[src/rtl/pattern_encoder.sv]
// Sparse-pattern encoder: row-major (row,col) pairs -> 16-bit delta tokens, 4 per 64-bit word, streamed to memory.
// Optional build macro PATTERN_ENCODER_COUNT_EN adds nnz_count and a trailer word after the end-of-stream word.
module pattern_encoder #(
    parameter int INDEX_WIDTH = 32,
    parameter int ADDR_WIDTH  = 48,
    parameter int OBUF_DEPTH  = 4
) (
    input  logic                   clk,
    input  logic                   rst,
    input  logic                   start,
    input  logic [ADDR_WIDTH-1:0]  start_addr,
    input  logic                   index_push,
    input  logic [INDEX_WIDTH-1:0] row,
    input  logic [INDEX_WIDTH-1:0] col,
    input  logic                   finish,
    output logic                   index_stall,
    output logic                   wr_req,
    output logic [ADDR_WIDTH-1:0]  wr_addr,
    output logic [63:0]            wr_data,
    input  logic                   wr_stall,
`ifdef PATTERN_ENCODER_COUNT_EN
    output logic [31:0]            nnz_count,
`endif
    output logic                   done,
    output logic                   err
);
    localparam int PW = $clog2(OBUF_DEPTH);
    localparam logic [PW:0] FULL_CNT = (PW+1)'(OBUF_DEPTH);
    localparam logic [PW:0] THRESH   = (PW+1)'(OBUF_DEPTH - 1);

    typedef enum logic [1:0] {IDLE, RUN, FLUSH, DRAIN} state_t;
    state_t state, state_nx;

    logic [INDEX_WIDTH-1:0] cur_row;
    logic [INDEX_WIDTH:0]   base;
    logic [95:0]            seq_vec;
    logic [2:0]             seq_rem;
    logic                   seq_multi;
    logic [63:0]            pk_data;
    logic [2:0]             pk_cnt;
    logic [63:0]            fifo_mem [OBUF_DEPTH];
    logic [PW-1:0]          rd_ptr, wr_ptr;
    logic [PW:0]            fifo_cnt;
    logic [ADDR_WIDTH-1:0]  addr;

    // Token sequence for the pair on the inputs, relative to the current row/base.
    logic                   pair_bad;
    logic [INDEX_WIDTH-1:0] row_d;
    logic [INDEX_WIDTH:0]   base_eff, col_d;
    logic [32:0]            row_dx, col_dx;
    logic [31:0]            row32, col32;
    logic [47:0]            row_toks, col_toks;
    logic [2:0]             row_n, col_n, new_len;
    logic [95:0]            new_vec;

    always_comb begin
        row32    = 32'(row);
        col32    = 32'(col);
        row_d    = row - cur_row;
        row_dx   = 33'(row_d);
        pair_bad = (row < cur_row) || ((row == cur_row) && ({1'b0, col} < base));
        base_eff = (row == cur_row) ? base : '0;
        col_d    = {1'b0, col} - base_eff;
        col_dx   = 33'(col_d);
        row_toks = '0;
        row_n    = 3'd0;
        if (row != cur_row) begin
            if (row_dx > 33'd16383) begin
                row_toks = {row32[31:16], row32[15:0], 16'hE000};
                row_n    = 3'd3;
            end else begin
                row_toks = {32'h0, 2'b10, row_dx[13:0]};
                row_n    = 3'd1;
            end
        end
        if (col_dx > 33'd32767) begin
            col_toks = {col32[31:16], col32[15:0], 16'hC000};
            col_n    = 3'd3;
        end else begin
            col_toks = {32'h0, 1'b0, col_dx[14:0]};
            col_n    = 3'd1;
        end
        new_len = row_n + col_n;
        case (row_n)
            3'd0:    new_vec = {48'h0, col_toks};
            3'd1:    new_vec = {32'h0, col_toks, row_toks[15:0]};
            default: new_vec = {col_toks, row_toks};
        endcase
    end

    logic        fifo_full, pop, pk_full, pk_push, tok_go, seq_emit, flush_emit, tok_valid;
    logic        accept, fin, load, fifo_push, last_pop, trailer_ok, trailer_push;
    logic [15:0] tok;
    logic [1:0]  slot;
    logic [63:0] push_data;
`ifdef PATTERN_ENCODER_COUNT_EN
    logic        trailer_sent;
`endif

    always_comb begin
        fifo_full   = (fifo_cnt == FULL_CNT);
        wr_req      = (fifo_cnt != '0);
        pop         = wr_req && !wr_stall;
        pk_full     = (pk_cnt == 3'd4);
        pk_push     = pk_full && !fifo_full;
        tok_go      = !pk_full || pk_push;
        seq_emit    = (seq_rem != 3'd0) && tok_go;
        flush_emit  = (state == FLUSH) && (seq_rem == 3'd0) && tok_go;
        tok_valid   = seq_emit || flush_emit;
        tok         = seq_emit ? seq_vec[15:0] : 16'hFFFF;
        slot        = pk_full ? 2'd0 : pk_cnt[1:0];
        index_stall = (state != RUN) || ((seq_rem != 3'd0) && (seq_multi || !tok_go))
                      || (fifo_cnt >= THRESH);
        accept      = !index_stall && index_push;
        fin         = !index_stall && finish;
        load        = accept && !pair_bad;
`ifdef PATTERN_ENCODER_COUNT_EN
        trailer_ok   = trailer_sent;
        trailer_push = (state == DRAIN) && (pk_cnt == 3'd0) && !trailer_sent && !fifo_full;
        push_data    = pk_push ? pk_data : {32'h0, nnz_count};
`else
        trailer_ok   = 1'b1;
        trailer_push = 1'b0;
        push_data    = pk_data;
`endif
        fifo_push   = pk_push || trailer_push;
        last_pop    = (state == DRAIN) && (pk_cnt == 3'd0) && trailer_ok && (fifo_cnt == (PW+1)'(1))
                      && pop && !fifo_push;
        wr_addr     = addr;
        wr_data     = wr_req ? fifo_mem[rd_ptr] : '0;
    end

    always_comb begin
        state_nx = state;
        case (state)
            IDLE:    if (start) state_nx = RUN;
            RUN:     if (fin) state_nx = FLUSH;
            FLUSH:   if (flush_emit && (slot == 2'd3)) state_nx = DRAIN;
            DRAIN:   if (last_pop) state_nx = IDLE;
            default: state_nx = IDLE;
        endcase
    end

    always_ff @(posedge clk or negedge rst) begin
        if (!rst) state <= IDLE;
        else      state <= state_nx;
    end

    always_ff @(posedge clk or negedge rst) begin
        if (!rst) begin
            cur_row   <= '0;
            base      <= '0;
            err       <= 1'b0;
            addr      <= '0;
            seq_rem   <= 3'd0;
            seq_multi <= 1'b0;
            pk_cnt    <= 3'd0;
            rd_ptr    <= '0;
            wr_ptr    <= '0;
            fifo_cnt  <= '0;
            done      <= 1'b0;
`ifdef PATTERN_ENCODER_COUNT_EN
            nnz_count    <= 32'd0;
            trailer_sent <= 1'b0;
`endif
        end else begin
            done <= last_pop;
            if (state == IDLE && start) begin
                cur_row <= '0;
                base    <= '0;
                err     <= 1'b0;
                addr    <= start_addr;
`ifdef PATTERN_ENCODER_COUNT_EN
                nnz_count    <= 32'd0;
                trailer_sent <= 1'b0;
`endif
            end else begin
                if (pop) addr <= addr + ADDR_WIDTH'(1);
                if (accept && pair_bad) err <= 1'b1;
                if (load) begin
                    cur_row <= row;
                    base    <= {1'b0, col} + {{INDEX_WIDTH{1'b0}}, 1'b1};
`ifdef PATTERN_ENCODER_COUNT_EN
                    nnz_count <= nnz_count + 32'd1;
`endif
                end
`ifdef PATTERN_ENCODER_COUNT_EN
                if (trailer_push) trailer_sent <= 1'b1;
`endif
            end
            // A new pair may replace a sequence only while its single last token leaves.
            if (load) begin
                seq_rem   <= new_len;
                seq_multi <= (new_len > 3'd1);
            end else if (seq_emit) begin
                seq_rem <= seq_rem - 3'd1;
                if (seq_rem == 3'd1) seq_multi <= 1'b0;
            end
            if (tok_valid)    pk_cnt <= {1'b0, slot} + 3'd1;
            else if (pk_push) pk_cnt <= 3'd0;
            if (fifo_push) wr_ptr <= wr_ptr + PW'(1);
            if (pop)       rd_ptr <= rd_ptr + PW'(1);
            case ({fifo_push, pop})
                2'b10:   fifo_cnt <= fifo_cnt + (PW+1)'(1);
                2'b01:   fifo_cnt <= fifo_cnt - (PW+1)'(1);
                default: fifo_cnt <= fifo_cnt;
            endcase
        end
    end

    always_ff @(posedge clk) begin
        if (load)          seq_vec <= new_vec;
        else if (seq_emit) seq_vec <= {16'h0, seq_vec[95:16]};
        if (tok_valid) pk_data[{slot, 4'b0} +: 16] <= tok;
        if (fifo_push) fifo_mem[wr_ptr] <= push_data;
    end
endmodule

[config.mk]
export PLATFORM = sky130hd
export DESIGN_NAME = pattern_encoder
export DESIGN_NICKNAME = d
export VERILOG_FILES = /design/src/rtl/pattern_encoder.sv
export SDC_FILE = /design/constraint.sdc
export NUM_CORES = 1
export LEC_CHECK = 0
export ABC_AREA = 0
export CORE_ASPECT_RATIO = 1.75
export CORE_UTILIZATION = 35
export DETAILED_ROUTE_END_ITERATION = 8
export SETUP_SLACK_MARGIN = 0.15
export SYNTH_ARGS = -nofsm -noshare
export SYNTH_HDL_FRONTEND = slang
export SYNTH_SLANG_ARGS = --single-unit
[constraint.sdc]
create_clock -name clk -period 8.8 [get_ports clk]
set_input_delay 2.2 -clock clk [delete_from_list [all_inputs] [get_ports clk]]
set_output_delay 2.2 -clock clk [all_outputs]
set_load 0.1 [all_outputs]
### Word-level counts from Yosys, hierarchy flattened

Memories as Yosys holds them, arrays and structs flattened.
Cells that the tools add are included.

* register bits after elaboration: 291
* RAM bits: 256
* bits of input ports: 118
* output and inout port bits: 116
* logic and storage cells: 135
* memories kept: 1

Memory list
* fifo_mem: depth 4, bits a word 64, read ports 1, clocked after memory_dff 0, wr ports 1, RTL line 41 `logic [63:0] fifo_mem [OBUF_DEPTH];`

* $add $sub $neg: 12
* magnitude comparators: 6
* eq/ne operators: 18
* shift operators: 2
* multiplexer cells: 37
* reductions and logical operators: 45

Operator list (count)
* 2-to-1 mux 48 bit: 5
* 2-to-1 mux 96 bit: 2
* case mux 96 bit (2 select lines): 1
* 2-to-1 mux 33 bit: 3
* bitwise mux 64 bit: 1
* 2-to-1 mux 32 bit: 2
* 2-to-1 mux 64 bit: 1
* variable shift 16 x 8 -> 64 bit, first input constant: 1
* indexed part select 16 x 8 -> 64 bit: 1
* adder 48 x 1 -> 48 bit, second input constant: 1
* adder 32 x 1 -> 33 bit, second input constant: 1
* greater-than comparator 33 x 15 -> 1 bit, second input constant: 1
* less-than comparator 32 x 33 -> 1 bit: 1
* subtractor 32 x 33 -> 33 bit: 1
* equality test 32 bit: 1
* greater-than comparator 32 x 14 -> 1 bit, second input constant: 1
* less-than comparator 32 bit: 1
* inequality test 32 bit: 1
* subtractor 32 bit: 1
* logical AND 1 bit: 17
* 2-to-1 mux 16 bit: 1
* 2-to-1 mux 3 bit: 5
* 2-to-1 mux 2 bit: 7
* nonzero test 2 bit: 7
* 24 further kinds: 56

### Depth between registers and ports, before layout

* word-level depth: 14
* gate-level depth with buffers: 29
* mapped depth without buffers: 22

### Worst setup path after synthesis

Ideal clock, no wire load.

* path type: input-to-reg
* start: input row[7]
* end: register seq_rem[1]
* library setup time: 0.079 ns
* arrival: 8.417 ns
* required time: 8.721 ns
* path slack: 0.304 ns
* stages: 27
* buffers on the path: 8
* cells stage by stage: ha_1 buf_2 nand4_1 or4_1 or3_1 clkbuf_1 inv_1 clkbuf_1 clkbuf_1 buf_1 nand2_1 ha_1 clkbuf_1 nand2_1 a211oi_1 o21ai_1 a2111oi_1 o31ai_2 xnor2_1 nand4b_1 or4_1 or3_4 clkinv_2 buf_4 buf_6 fa_1 mux2i_1

* cells in the longest elaborated chain, start to end: 7
* elaborated cells on any way between the ends: 18

Ends and longest elaborated chain
* start: declaration: RTL line 13 `input logic [INDEX_WIDTH-1:0] row,`
* equality test 32 bit: RTL line 61, 62
* 2-to-1 mux 33 bit: RTL line 62 `base_eff = (row == cur_row) ? base : '0;`
* subtractor 32 x 33 -> 33 bit: RTL line 63 `col_d = {1'b0, col} - base_eff;`
* greater-than comparator 33 x 15 -> 1 bit: RTL line 76 `if (col_dx > 33'd32767) begin`
* 2-to-1 mux 2 bit: RTL line 76
* adder 3 bit: RTL line 83 `new_len = row_n + col_n;`
* 2-to-1 mux 3 bit: RTL line 192 `if (load) begin`
* end signal: assignment: RTL line 193 `seq_rem <= new_len;`
* end signal: assignment: RTL line 196 `seq_rem <= seq_rem - 3'd1;`
* end: declaration: RTL line 37 `logic [2:0] seq_rem;`

Several ways; a longest one is shown, not always the timed one.
A chain may end at the register's enable or synchronous reset.

### Final worst setup path

* start: input row[8]
* end: register seq_vec[8], data pin

* cells in the longest elaborated chain, start to end: 7
* elaborated cells on any way between the ends: 21

Ends and longest elaborated chain
* equality test 32 bit or subtractor 32 bit (tied branches): RTL line 61, 62, 59
* 2-to-1 mux 33 bit or greater-than comparator 32 x 14 -> 1 bit (tied branches): RTL line 62, 68
* subtractor 32 x 33 -> 33 bit or 2-to-1 mux 2 bit (tied branches): RTL line 63, 68
* greater-than comparator 33 x 15 -> 1 bit or 2-to-1 mux 3 bit (tied branches): RTL line 76, 67
* 2-to-1 mux 48 bit, or another cell as far along: RTL line 76
* case mux 96 bit (2 select lines): RTL line 84 `case (row_n)`
* 2-to-1 mux 96 bit (*): RTL line 212 `if (load) seq_vec <= new_vec;`
* end signal: assignment: RTL line 212
* end signal: assignment: RTL line 213 `else if (seq_emit) seq_vec <= {16'h0, seq_vec[95:16]};`
* end: declaration: RTL line 36 `logic [95:0] seq_vec;`

Mark *: on every way between the ends. The rest lies on a longest branch, timed or not.

==> reports/qor.yml <==
clock_network:
  cts_inserted_buffers: 51
  cts_setup_buffers: 0
  clk_pin_slew_worst_paths_ns: 0.07
  clk_path_buf_depth: 3
  htree_levels: 2
  cts-resized-gates: 0
  cts_root_buf: "clkbuf_16"
  postCtsHoldBufs: 0
  clock_latency_ns: 0.60
  clock-sinks: 547
  cts_tree: "yes"
grt:
  antenna_found_initial: 4
  track_usage: 0.218
  grt_max_degree: 113
  grt_pass1_wl_um: 136000
  overflow: 0
  grt_pass1_vias: 22100
sta:
  setup_violations: 0
  layout_setup_ws_ns: 0.599
  tightest_slew_ns: 1.08
  finalSetupTns_ns: 0
  slew_violations: 0
  post-route-period-util: 0.932
  fmax_ghz: 0.122
  worst_hold_slack_ns: 0.495
  max_slew_margin: 0.279
  period_minus_slack_ns: 8.20
  hold_viol: 0
  rsz0062_at_grt: "false"
  skew_ns: 0.0201
floorplan:
  ios: 234
  dieArea_mm2: 0.0833
  die_w_um: 219
  rows: 138
  start_util: 0.355
  fp.dieH_um: 381
  core_mm2: 0.0810
detailed_routing:
  drt_wl_total_um: 91500
  post-route-drc-count: 0
  vias_per_cell: 5.44
  final_antenna_net_count: 0
  drt_iter0_markers: 1464
  dr_total_vias: 21300
  avgRoutedWirePerCell_um: 23.4
  drtPass1Iterations: 6
run:
  drv_cap: 0
place:
  portBuffers: 233
  dpl.cell_count: 3817
  dp_hpwl_um: 68100
  place_area_mm2: 0.0329
  globalplace.congestion: 0.911
  post-place-ws_ns: 0.0525
power:
  leakage_nw: 12.6
  pwr-share-clk: 0.185
  seqPwrFrac: 0.327
  ir_drop_mv: 0.461
  p_switching_mw: 6.02
  swShare: 0.465
  power.total_mw: 13.0
  internal_power_mw: 6.93
  combinationalPowerShare: 0.487
  p_per_area_mw_per_mm2: 374
yosys:
  async_reset_ff_frac: 0.239
  synth_top_area_cell: "edfxtp_1"
  synth.avg_cell_area_um2: 11.3
  synthDistinctLibCells: 80
  synth_cells: 2552
  synth_top_area_share: 0.435
  synth_ff_type: "edfxtp_1"
  synth.area.mux_share: 0.0577
  synth_xor_area_frac: 0.0390
  synthAdderAreaFrac: 0.0544
  syn_area_mm2: 0.0287
  synth-seq-cells: 547
  synth_edf_count: 416
  synth_compound_area_frac: 0.114
  yosys.area_share.simple: 0.149
  yosysSeqAreaShare: 0.549
  ys_warn_count: 0
  synth_top_family_by_area: "simple AND/OR/NAND/NOR gates"
  synth_fp_nets: 2793
  synth_area_leaders: "edfxtp_1 (43%), dfrtp_1 (11%), ha_1 (5.2%), mux4_2 (5.0%), nand2_1 (3.9%)"
worst_setup_path:
  startpoint_type: "primary input"
  cp.arrival_ns: 8.64
  crit_type: "in -> reg"
  required_ns: 9.24
  worst-path-max-fanout: 26
  cp-end-kind: "flip-flop"
cells_and_area:
  layout_common_cells: "edfxtp_1 (416), nand2_1 (297), nor2_1 (238)"
  final_nets: 3061
  fillers: 7562
  drive_above_1_share: 0.108
  final_cell_area_mm2: 0.0346
  layout_commonest_cell: "edfxtp_1"
  final_cells: 3915
  final_core_util: 0.428
  syn_to_final_growth_pct: 20.6
min_path:
  worstHoldPathType: "reg -> reg"
status:
  outcome: "completed"
-- worst max-delay path, stage by stage --
cell and delay (ns):
clkdlybuf4s50_1 0.46, ha_1 0.45, nand4_1 0.19, or4_1 0.61, or3_1 0.41, inv_1 0.14
buf_12 0.18, nand2_1 0.10, ha_1 0.28, nor2b_1 0.17, o2111ai_1 0.17, buf_4 0.18
a211oi_1 0.41, o31ai_2 0.15, a21oi_1 0.42, a31oi_1 0.18, xnor2_1 0.19, or4_1 0.48
or3_4 0.42, clkinv_2 0.12, buf_4 0.19, buf_12 0.16, nand3_1 0.09, a31oi_1 0.23
-- synthesized netlist by cell type (all sizes together), types with 59 or more instances --
master,number
a21oi,126
clkbuf,95
dfrtp,131
edfxtp,416
ha,120
inv,112
mux4,64
nand2,298
nand3,90
nor2,241
nor2b,71
o21ai,113
xnor2,59
xor2,69
-- layer usage --
metal / global-route usage / vias up / share of wire
met5: 0 / - / 0.00047
met4: 0.147 / 6 / 0.075
met3: 0.0271 / 245 / 0.040
met2: 0.400 / 643 / 0.53
met1: 0.229 / 10600 / 0.36
li1: - / 9821 / -
-- registers in the layout, summed over array words and instances, names as in the netlist --
signal,cells
rd_ptr,2
cur_row,32
pk_data,64
base,33
state,2
seq_vec,96
seq_rem,3
wr_addr,48
wr_ptr,2
pk_cnt,3
err,1
done,1
fifo_mem,256
fifo_cnt,3
seq_multi,1
-- power groups by stage --
stage               Combinational (mW)  Sequential, mW  Clock [mW]
global route                      6.67            4.33        2.52
detailed placement                6.36            4.30           0
finish                            6.31            4.24        2.40
floorplan                         3.89            4.86           0
CTS                               6.37            4.25        2.44
global placement                  6.30            4.25           0
-- cell families after synthesis --
group,count (synthesis)
adders and majority gates,123
xor gates and xnor gates,128
and+or+nand+nor,908
DFF,547
muxes,85
buffers and inverters,261
AOI/OAI and AO/OA,500
-- worst paths after layout --
check	start	endpoint	slack (ns)	cells after the start
worst max-delay path	row[8]	seq_vec[8]	0.60	24
worst min-delay path	pk_data[37]	fifo_mem[3][37]	0.50	0
worst max register to register	cur_row[8]	seq_vec[8]	2.30	24
worst min register to register	pk_data[37]	fifo_mem[3][37]	0.50	0
max in group asynchronous	rst	cur_row[8]	5.76	2
min in group asynchronous	rst	wr_addr[8]	1.63	1
-- final cells by class --
type	instances	area (um2)	area share
clock buffers	64	1340	0.0385
clock inverters	32	450	0.0130
multi-input cells	1744	11900	0.344
flip-flops and latches	547	15800	0.455
well taps	1050	1310	0.0379
inverters	113	425	0.0123
diodes	2	5.00	0.000144
repair buffers	363	3410	0.0984
(Power assumes the default switching activity.)
